## config.mk

```make
export PLATFORM = sky130hd
export DESIGN_NAME = ctrl_lectura_rtc_flat
export DESIGN_NICKNAME = d
export VERILOG_FILES = /design/src/rtl/ctrl_lectura_rtc_pkg.sv /design/src/rtl/ctrl_lectura_rtc_if.sv /design/src/rtl/ctrl_lectura_rtc_temporizador_fase.sv /design/src/rtl/ctrl_lectura_rtc.sv /design/src/flat_wrapper.sv
export SDC_FILE = /design/constraint.sdc
export NUM_CORES = 1
export LEC_CHECK = 0
export CAP_MARGIN = 20
export CORE_ASPECT_RATIO = 2
export CORE_MARGIN = 8
export CORE_UTILIZATION = 40
export DETAILED_ROUTE_END_ITERATION = 12
export HOLD_SLACK_MARGIN = 0.1
export PLACE_DENSITY = 0.66
export SYNTH_ARGS = -nofsm -noshare
export SYNTH_HDL_FRONTEND = slang
export SYNTH_SLANG_ARGS = --single-unit
export TNS_END_PERCENT = 50
```

## constraint.sdc

```tcl
create_clock -name clk -period 3.85 [get_ports clk]
set_clock_uncertainty 0.1 [all_clocks]
set_input_delay 0.9625 -clock clk [delete_from_list [all_inputs] [get_ports clk]]
set_output_delay 0.9625 -clock clk [all_outputs]
set_load 0.01 [all_outputs]
```

## src/rtl/ctrl_lectura_rtc_pkg.sv

```systemverilog
// Shared types and constants for the RTC read-sequence controller.
// Holds the state encoding, sequence limits and the bus-strobe decode per state.
package ctrl_lectura_rtc_pkg;

  typedef enum logic [2:0] {
    S_IDLE   = 3'd0,
    S_DIR    = 3'd1,
    S_ESPERA = 3'd2,
    S_LEER   = 3'd3,
    S_SIG    = 3'd4,
    S_FIN    = 3'd5
  } estado_e;

  localparam int CUENTA_MAX = 17;
  localparam int N_LECTURAS = 9;
  localparam int T_FASE_DEF = 4;
  localparam int CUENTA_W   = 5;
  localparam int IDX_W      = 4;

  typedef struct packed {
    logic en;
    logic c_s;
    logic a_d;
    logic cs_n;
    logic wr_n;
    logic rd_n;
  } bus_t;

  // Decoder and strobe levels for the state about to be entered.
  function automatic bus_t salidas(estado_e s);
    bus_t b;
    b = '{en: 1'b1, c_s: 1'b0, a_d: 1'b0, cs_n: 1'b1, wr_n: 1'b1, rd_n: 1'b1};
    case (s)
      S_DIR:    b = '{en: 1'b0, c_s: 1'b0, a_d: 1'b0, cs_n: 1'b0, wr_n: 1'b0, rd_n: 1'b1};
      S_ESPERA: b = '{en: 1'b0, c_s: 1'b1, a_d: 1'b0, cs_n: 1'b0, wr_n: 1'b1, rd_n: 1'b1};
      S_LEER:   b = '{en: 1'b0, c_s: 1'b0, a_d: 1'b1, cs_n: 1'b0, wr_n: 1'b1, rd_n: 1'b0};
      S_SIG:    b = '{en: 1'b0, c_s: 1'b0, a_d: 1'b0, cs_n: 1'b1, wr_n: 1'b1, rd_n: 1'b1};
      default:  b = '{en: 1'b1, c_s: 1'b0, a_d: 1'b0, cs_n: 1'b1, wr_n: 1'b1, rd_n: 1'b1};
    endcase
    return b;
  endfunction

endpackage

```

## src/rtl/ctrl_lectura_rtc_if.sv

```systemverilog
// Control/data bundle between the RTC read controller and its environment.
// The controller uses the slave view; the environment drives through master.
interface ctrl_lectura_rtc_if;
  import ctrl_lectura_rtc_pkg::*;

  logic                iniciar;
  logic [7:0]          dato_in;
  logic                en;
  logic                c_s;
  logic                A_D;
  logic [CUENTA_W-1:0] cuenta;
  logic                cs_n;
  logic                wr_n;
  logic                rd_n;
  logic [7:0]          dato;
  logic [IDX_W-1:0]    dato_idx;
  logic                valido;
  logic                ocupado;
  logic                listo;

  modport master (
    output iniciar, dato_in,
    input  en, c_s, A_D, cuenta, cs_n, wr_n, rd_n, dato, dato_idx, valido, ocupado, listo
  );

  modport slave (
    input  iniciar, dato_in,
    output en, c_s, A_D, cuenta, cs_n, wr_n, rd_n, dato, dato_idx, valido, ocupado, listo
  );
endinterface

```

## src/rtl/ctrl_lectura_rtc_temporizador_fase.sv

```systemverilog
// Phase down-counter: reloads to T_FASE-1 on load, decrements while count is set.
// fin is high on the last cycle of a phase (counter at zero).
module temporizador_fase #(
  parameter int T_FASE = 4
) (
  input  logic clk,
  input  logic reset,
  input  logic load,
  input  logic count,
  output logic fin
);
  logic [7:0] cnt_q, cnt_d;

  always_comb begin
    cnt_d = cnt_q;
    if (load)
      cnt_d = 8'(T_FASE - 1);
    else if (count && cnt_q != 8'd0)
      cnt_d = cnt_q - 8'd1;
  end

  always_ff @(posedge clk) begin
    if (reset) cnt_q <= 8'd0;
    else       cnt_q <= cnt_d;
  end

  assign fin = (cnt_q == 8'd0);
endmodule

```

## src/rtl/ctrl_lectura_rtc.sv

```systemverilog
// RTC read-sequence controller: walks cuenta 0..17 issuing address/data phases,
// capturing one byte on every odd step, then pulses listo.
module ctrl_lectura_rtc
  import ctrl_lectura_rtc_pkg::*;
#(
  parameter int T_FASE = T_FASE_DEF
) (
  input  logic                clk,
  input  logic                reset,
  ctrl_lectura_rtc_if.slave   bus
);
  estado_e             estado_q, estado_d;
  logic [CUENTA_W-1:0] cuenta_q, cuenta_d;
  logic [7:0]          dato_q, dato_d;
  logic [IDX_W-1:0]    idx_q, idx_d;
  logic                valido_q, valido_d;
  logic                listo_q, listo_d;
  logic                ocupado_q, ocupado_d;
  bus_t                out_q, out_d;
  logic                fase_load, fase_count, fase_fin;

  // Timer restarts whenever the state changes, so every state entry gets a full phase.
  assign fase_load  = (estado_d != estado_q);
  assign fase_count = (estado_q == S_DIR) || (estado_q == S_ESPERA) || (estado_q == S_LEER);

  temporizador_fase #(.T_FASE(T_FASE)) u_fase (
    .clk   (clk),
    .reset (reset),
    .load  (fase_load),
    .count (fase_count),
    .fin   (fase_fin)
  );

  always_comb begin
    estado_d = estado_q;
    cuenta_d = cuenta_q;
    dato_d   = dato_q;
    idx_d    = idx_q;
    valido_d = 1'b0;
    case (estado_q)
      S_IDLE: if (bus.iniciar) begin
        cuenta_d = '0;
        estado_d = S_DIR;
      end
      S_DIR:    if (fase_fin) estado_d = S_ESPERA;
      S_ESPERA: if (fase_fin) estado_d = cuenta_q[0] ? S_LEER : S_SIG;
      S_LEER: if (fase_fin) begin
        dato_d   = bus.dato_in;
        idx_d    = cuenta_q[4:1];
        valido_d = 1'b1;
        estado_d = S_SIG;
      end
      S_SIG: begin
        if (cuenta_q == CUENTA_W'(CUENTA_MAX)) begin
          estado_d = S_FIN;
        end else begin
          cuenta_d = cuenta_q + 1'b1;
          estado_d = S_DIR;
        end
      end
      S_FIN:   estado_d = S_IDLE;
      default: estado_d = S_IDLE;
    endcase
    out_d     = salidas(estado_d);
    ocupado_d = (estado_d != S_IDLE);
    listo_d   = (estado_d == S_FIN);
  end

  always_ff @(posedge clk) begin
    if (reset) begin
      estado_q  <= S_IDLE;
      cuenta_q  <= '0;
      dato_q    <= '0;
      idx_q     <= '0;
      valido_q  <= 1'b0;
      listo_q   <= 1'b0;
      ocupado_q <= 1'b0;
      out_q     <= salidas(S_IDLE);
    end else begin
      estado_q  <= estado_d;
      cuenta_q  <= cuenta_d;
      dato_q    <= dato_d;
      idx_q     <= idx_d;
      valido_q  <= valido_d;
      listo_q   <= listo_d;
      ocupado_q <= ocupado_d;
      out_q     <= out_d;
    end
  end

  assign bus.en       = out_q.en;
  assign bus.c_s      = out_q.c_s;
  assign bus.A_D      = out_q.a_d;
  assign bus.cs_n     = out_q.cs_n;
  assign bus.wr_n     = out_q.wr_n;
  assign bus.rd_n     = out_q.rd_n;
  assign bus.cuenta   = cuenta_q;
  assign bus.dato     = dato_q;
  assign bus.dato_idx = idx_q;
  assign bus.valido   = valido_q;
  assign bus.listo    = listo_q;
  assign bus.ocupado  = ocupado_q;
endmodule
```

## src/flat_wrapper.sv

```systemverilog
// flat-port wrapper written by rule: the top's interface ports become plain ports
module ctrl_lectura_rtc_flat import ctrl_lectura_rtc_pkg::*;
#(
  parameter int T_FASE = T_FASE_DEF
)
  (clk, reset, bus_iniciar, bus_dato_in, bus_en, bus_c_s, bus_A_D, bus_cuenta, bus_cs_n, bus_wr_n, bus_rd_n, bus_dato, bus_dato_idx, bus_valido, bus_ocupado, bus_listo);
  ctrl_lectura_rtc_if bus_i ();
  input  logic clk;
  input  logic reset;
  input wire logic [$bits(bus_i.iniciar)-1:0] bus_iniciar;
  input wire logic [$bits(bus_i.dato_in)-1:0] bus_dato_in;
  output wire logic [$bits(bus_i.en)-1:0] bus_en;
  output wire logic [$bits(bus_i.c_s)-1:0] bus_c_s;
  output wire logic [$bits(bus_i.A_D)-1:0] bus_A_D;
  output wire logic [$bits(bus_i.cuenta)-1:0] bus_cuenta;
  output wire logic [$bits(bus_i.cs_n)-1:0] bus_cs_n;
  output wire logic [$bits(bus_i.wr_n)-1:0] bus_wr_n;
  output wire logic [$bits(bus_i.rd_n)-1:0] bus_rd_n;
  output wire logic [$bits(bus_i.dato)-1:0] bus_dato;
  output wire logic [$bits(bus_i.dato_idx)-1:0] bus_dato_idx;
  output wire logic [$bits(bus_i.valido)-1:0] bus_valido;
  output wire logic [$bits(bus_i.ocupado)-1:0] bus_ocupado;
  output wire logic [$bits(bus_i.listo)-1:0] bus_listo;
  assign bus_i.iniciar = bus_iniciar;
  assign bus_i.dato_in = bus_dato_in;
  assign bus_en = bus_i.en;
  assign bus_c_s = bus_i.c_s;
  assign bus_A_D = bus_i.A_D;
  assign bus_cuenta = bus_i.cuenta;
  assign bus_cs_n = bus_i.cs_n;
  assign bus_wr_n = bus_i.wr_n;
  assign bus_rd_n = bus_i.rd_n;
  assign bus_dato = bus_i.dato;
  assign bus_dato_idx = bus_i.dato_idx;
  assign bus_valido = bus_i.valido;
  assign bus_ocupado = bus_i.ocupado;
  assign bus_listo = bus_i.listo;
  ctrl_lectura_rtc #(.T_FASE(T_FASE)) u_core (.clk(clk), .reset(reset), .bus(bus_i));
endmodule
```

==> reports/qor.txt <==
Die Y -> 106.7 um
largest family of logic cells by synthesized area -> simple AND/OR/NAND/NOR gates
fmax -> 381.8 MHz
Clock Sinks -> 37
Max Cap Viol -> 0
Commonest cells post-synth -> 37 x dfxtp_1, 24 x nor2_1, 14 x mux2i_1
Die Area -> 0.006550 sq mm
post-route clock period utilization -> 68.03%
CP Cell Sequence -> inv_1 > ha_1 > or4b_4 > nor4_4 > mux2i_1 > nor2_1
global-route wire length before repair -> 6693 um
synthesis warning total -> 0
Mapped Cells -> 169
measured slew at the worst slew-check pin -> 972.4 ps
Slowest Stage Delay on Critical Path -> 870 ps
fin crit period -> 2619 ps
Top FF cell, synth -> dfxtp_1
Clk pin slew, worst setup/hold paths -> 70 ps
area share of xor/xnor cells in the synthesized design -> 4.255%
Leak -> 0.7458 nW
Yosys reg bits -> 37
CP Capture Point -> u_core.bus.dato[6]
PwrDens -> 438.1 mW/mm^2
placed wire-length estimate -> 2856 um
CP bufs+invs -> 1
Initial DRC Count -> 23
CP delay by family, top -> simple AND/OR/NAND/NOR gates
asr flop ratio synth -> 0%
Die Width -> 61.37 um
crit path launch -> u_core.u_fase.cnt_q[0]
Fin Setup TNS -> 0 ps
worst skew pair latency -> 290 ps
Area Overhead vs Synth -> 29.48%
count of different cell masters after synthesis -> 45
dpl cells -> 251
Post-CTS Setup Bufs -> 0
antenna violations before repair -> 0
status -> finished clean
reg2reg start -> u_core.u_fase.cnt_q[0]
Levels on crit path -> 6
synthesized-area fraction occupied by and/or/nand/nor cells -> 21.96%
total clock buffers created by CTS -> 5
clock buffer depth -> 2
Final Wtd Congestion -> 0.8700
VDD IR-drop max -> 259.4 uV
Mapped Area -> 0.001647 sq mm
CTS Hold Buffers Added -> 0
met3 usage -> 3.837%
# H-tree levels -> 2
count leader, synth -> dfxtp_1
Synth Area in Compound Gates -> 13.68%
setup violators final -> 0
grt peak-use layer -> met2
Slew HR -> 34.26%
WP data required -> 3900 ps
Layout Nets -> 220
Worst Hold Class -> reg -> reg
Yosys top cell area share -> 44.98%
reg2reg setup slack -> 1230 ps
switching pwr -> 0.2786 mW
I/O pin cnt -> 37
Comb pwr share -> 25.0%
Crit path arrival time -> 2670 ps
Power Internal -> 0.6554 mW
share of power burned in registers -> 46.0%
root buf cell -> clkbuf_8
r2r worst-path depth -> 6
leading area contributor after synthesis -> dfxtp_1
CTS tree -> built
Initial Util -> 40.69%
vias in the first global route -> 1467
Worst Setup Start Kind -> flip-flop
CP Capture Type -> flip-flop
register area share after synthesis -> 44.98%
DRC -> 0
GRT Util Overall -> 13.06%
largest net degree at the start of global routing -> 18
multiplexer share of the synthesized area -> 8.511%
ratio of cells with drive above 1 in the final layout -> 8.252%
Worst R2R End -> u_core.bus.dato[6]
Cell Count, Final, Fillers Out -> 258
Overflow after GRT -> 0
post-synthesis adder-cell area fraction -> 2.280%
Final Max Slew Viols -> 0
syn nets -> 183
core region area -> 0.004046 sq mm
crit path max-delay cell type -> nor4_4
Pwr Total -> 0.9340 mW
RSZ-0062 raised after global routing -> false
final hold slack -> 398.5 ps
detailed-route via count -> 1365
Post-synth EDFFs -> 0
first-pass detailed-route iteration total -> 4
Clk pwr share -> 29.0%
Post-Route WL -> 3759 um
FP Rows -> 33
Antenna Cells -> 0
Net Sw Frac -> 29.83%
Port Buffers -> 36
M2 GR Usage -> 22.52%
top cells by area, synth -> dfxtp_1 45%, mux2i_1 8.5%, nor2_1 5.5%, xor2_1 3.2%, nor3_1 2.4%
Synth Area per Inst -> 9.743 sq um
PostCTS Resize Cnt -> 0
Routed wire per std cell -> 14.57 um
Hold Vio Cnt, Final -> 0
Crit Path Class -> reg -> reg
top fanout value on the critical path -> 13
met1 Track Usage GR -> 13.16%
Via density -> 5.291
Routed Antenna Nets -> 0
kinds of logic after synthesis:
logic type	after synthesis
AND/OR/NAND/NOR	63
flip-flops	37
AO/OA/AOI/OAI	28
buffers and inverters	16
multiplexers	14
XOR/XNOR	8
adder cells (fa/ha/maj)	3
area by class of cell:
type | count | area, sq um
sequential | 37 | 740.7
timing repair buffer | 38 | 375.4
tap | 52 | 65.06
inverter | 8 | 30.03
clock buffer | 7 | 86.33
fill | 422 | 1914
multi-input combinational | 116 | 834.6
state kept, by name, indices dropped and copies added, names as in the netlist, 3 cells and up:
register             count
u_core.bus.cuenta        5
u_core.estado_q          3
u_core.bus.dato          8
u_core.u_fase.cnt_q      8
u_core.bus.dato_idx      4
how the worst min path moves through the flow:
stage	endpoint	cells after the start	slack, ps	from
2_1_floorplan	u_core.u_fase.cnt_q[5]	2	390	u_core.u_fase.cnt_q[5]
3_3_place_gp	u_core.bus.dato[5]	2	380	u_core.bus.dato[5]
3_5_place_dp	u_core.bus.dato[3]	2	390	u_core.bus.dato[3]
4_1_cts	u_core.bus.dato[3]	2	410	u_core.bus.dato[3]
5_1_grt	u_core.bus.dato[5]	2	440	u_core.bus.dato[5]
6_report	u_core.bus.dato[0]	2	400	u_core.bus.dato[0]
metrics by stage:
step	area, sq um	utilization (%)	setup WS (ps)
3_3_place_gp	2046	50.56	1274
4_1_cts	2132	52.69	1201
5_1_grt	2132	52.69	1006
2_1_floorplan	1647	-	1593
3_5_place_dp	2046	50.56	1215
6_report	2132	52.69	1231
per-layer routing:
metal	vias to the layer above	wire [um]	share of wire (%)
met5	-	0	0
met4	0	100	2.7
met3	8	221	5.9
met2	48	1984	53
met1	639	1452	39
li1	670	-	-
worst register-to-register path, delay by kind of cell, from the launching register on:
kind,cells,cell delay [ps]
AND/OR/NAND/NOR,3,1470
buffers and inverters,1,100
flip-flops,1,310
adder cells (fa/ha/maj),1,230
multiplexers,1,270
power groups by stage:
stage	clock [mW]	sequential (mW)	combinational (mW)
2_1_floorplan	0	0.436	0.172
3_3_place_gp	0	0.437	0.226
3_5_place_dp	0	0.438	0.233
4_1_cts	0.279	0.429	0.234
5_1_grt	0.297	0.433	0.259
6_report	0.271	0.430	0.233
cell usage in the layout (no fill, tap or decap), types with 4 or more instances in the layout:
master	netlist	layout
dfxtp_1	37	37
clkdlybuf4s50_1	0	36
nor2_1	24	24
mux2i_1	14	14
inv_1	8	8
nor3_1	8	8
o21ai_0	6	6
xor2_1	6	6
clkbuf_8	0	6
nand4_1	4	4
nand2b_1	4	4
Power figures use the tool's default switching activity.
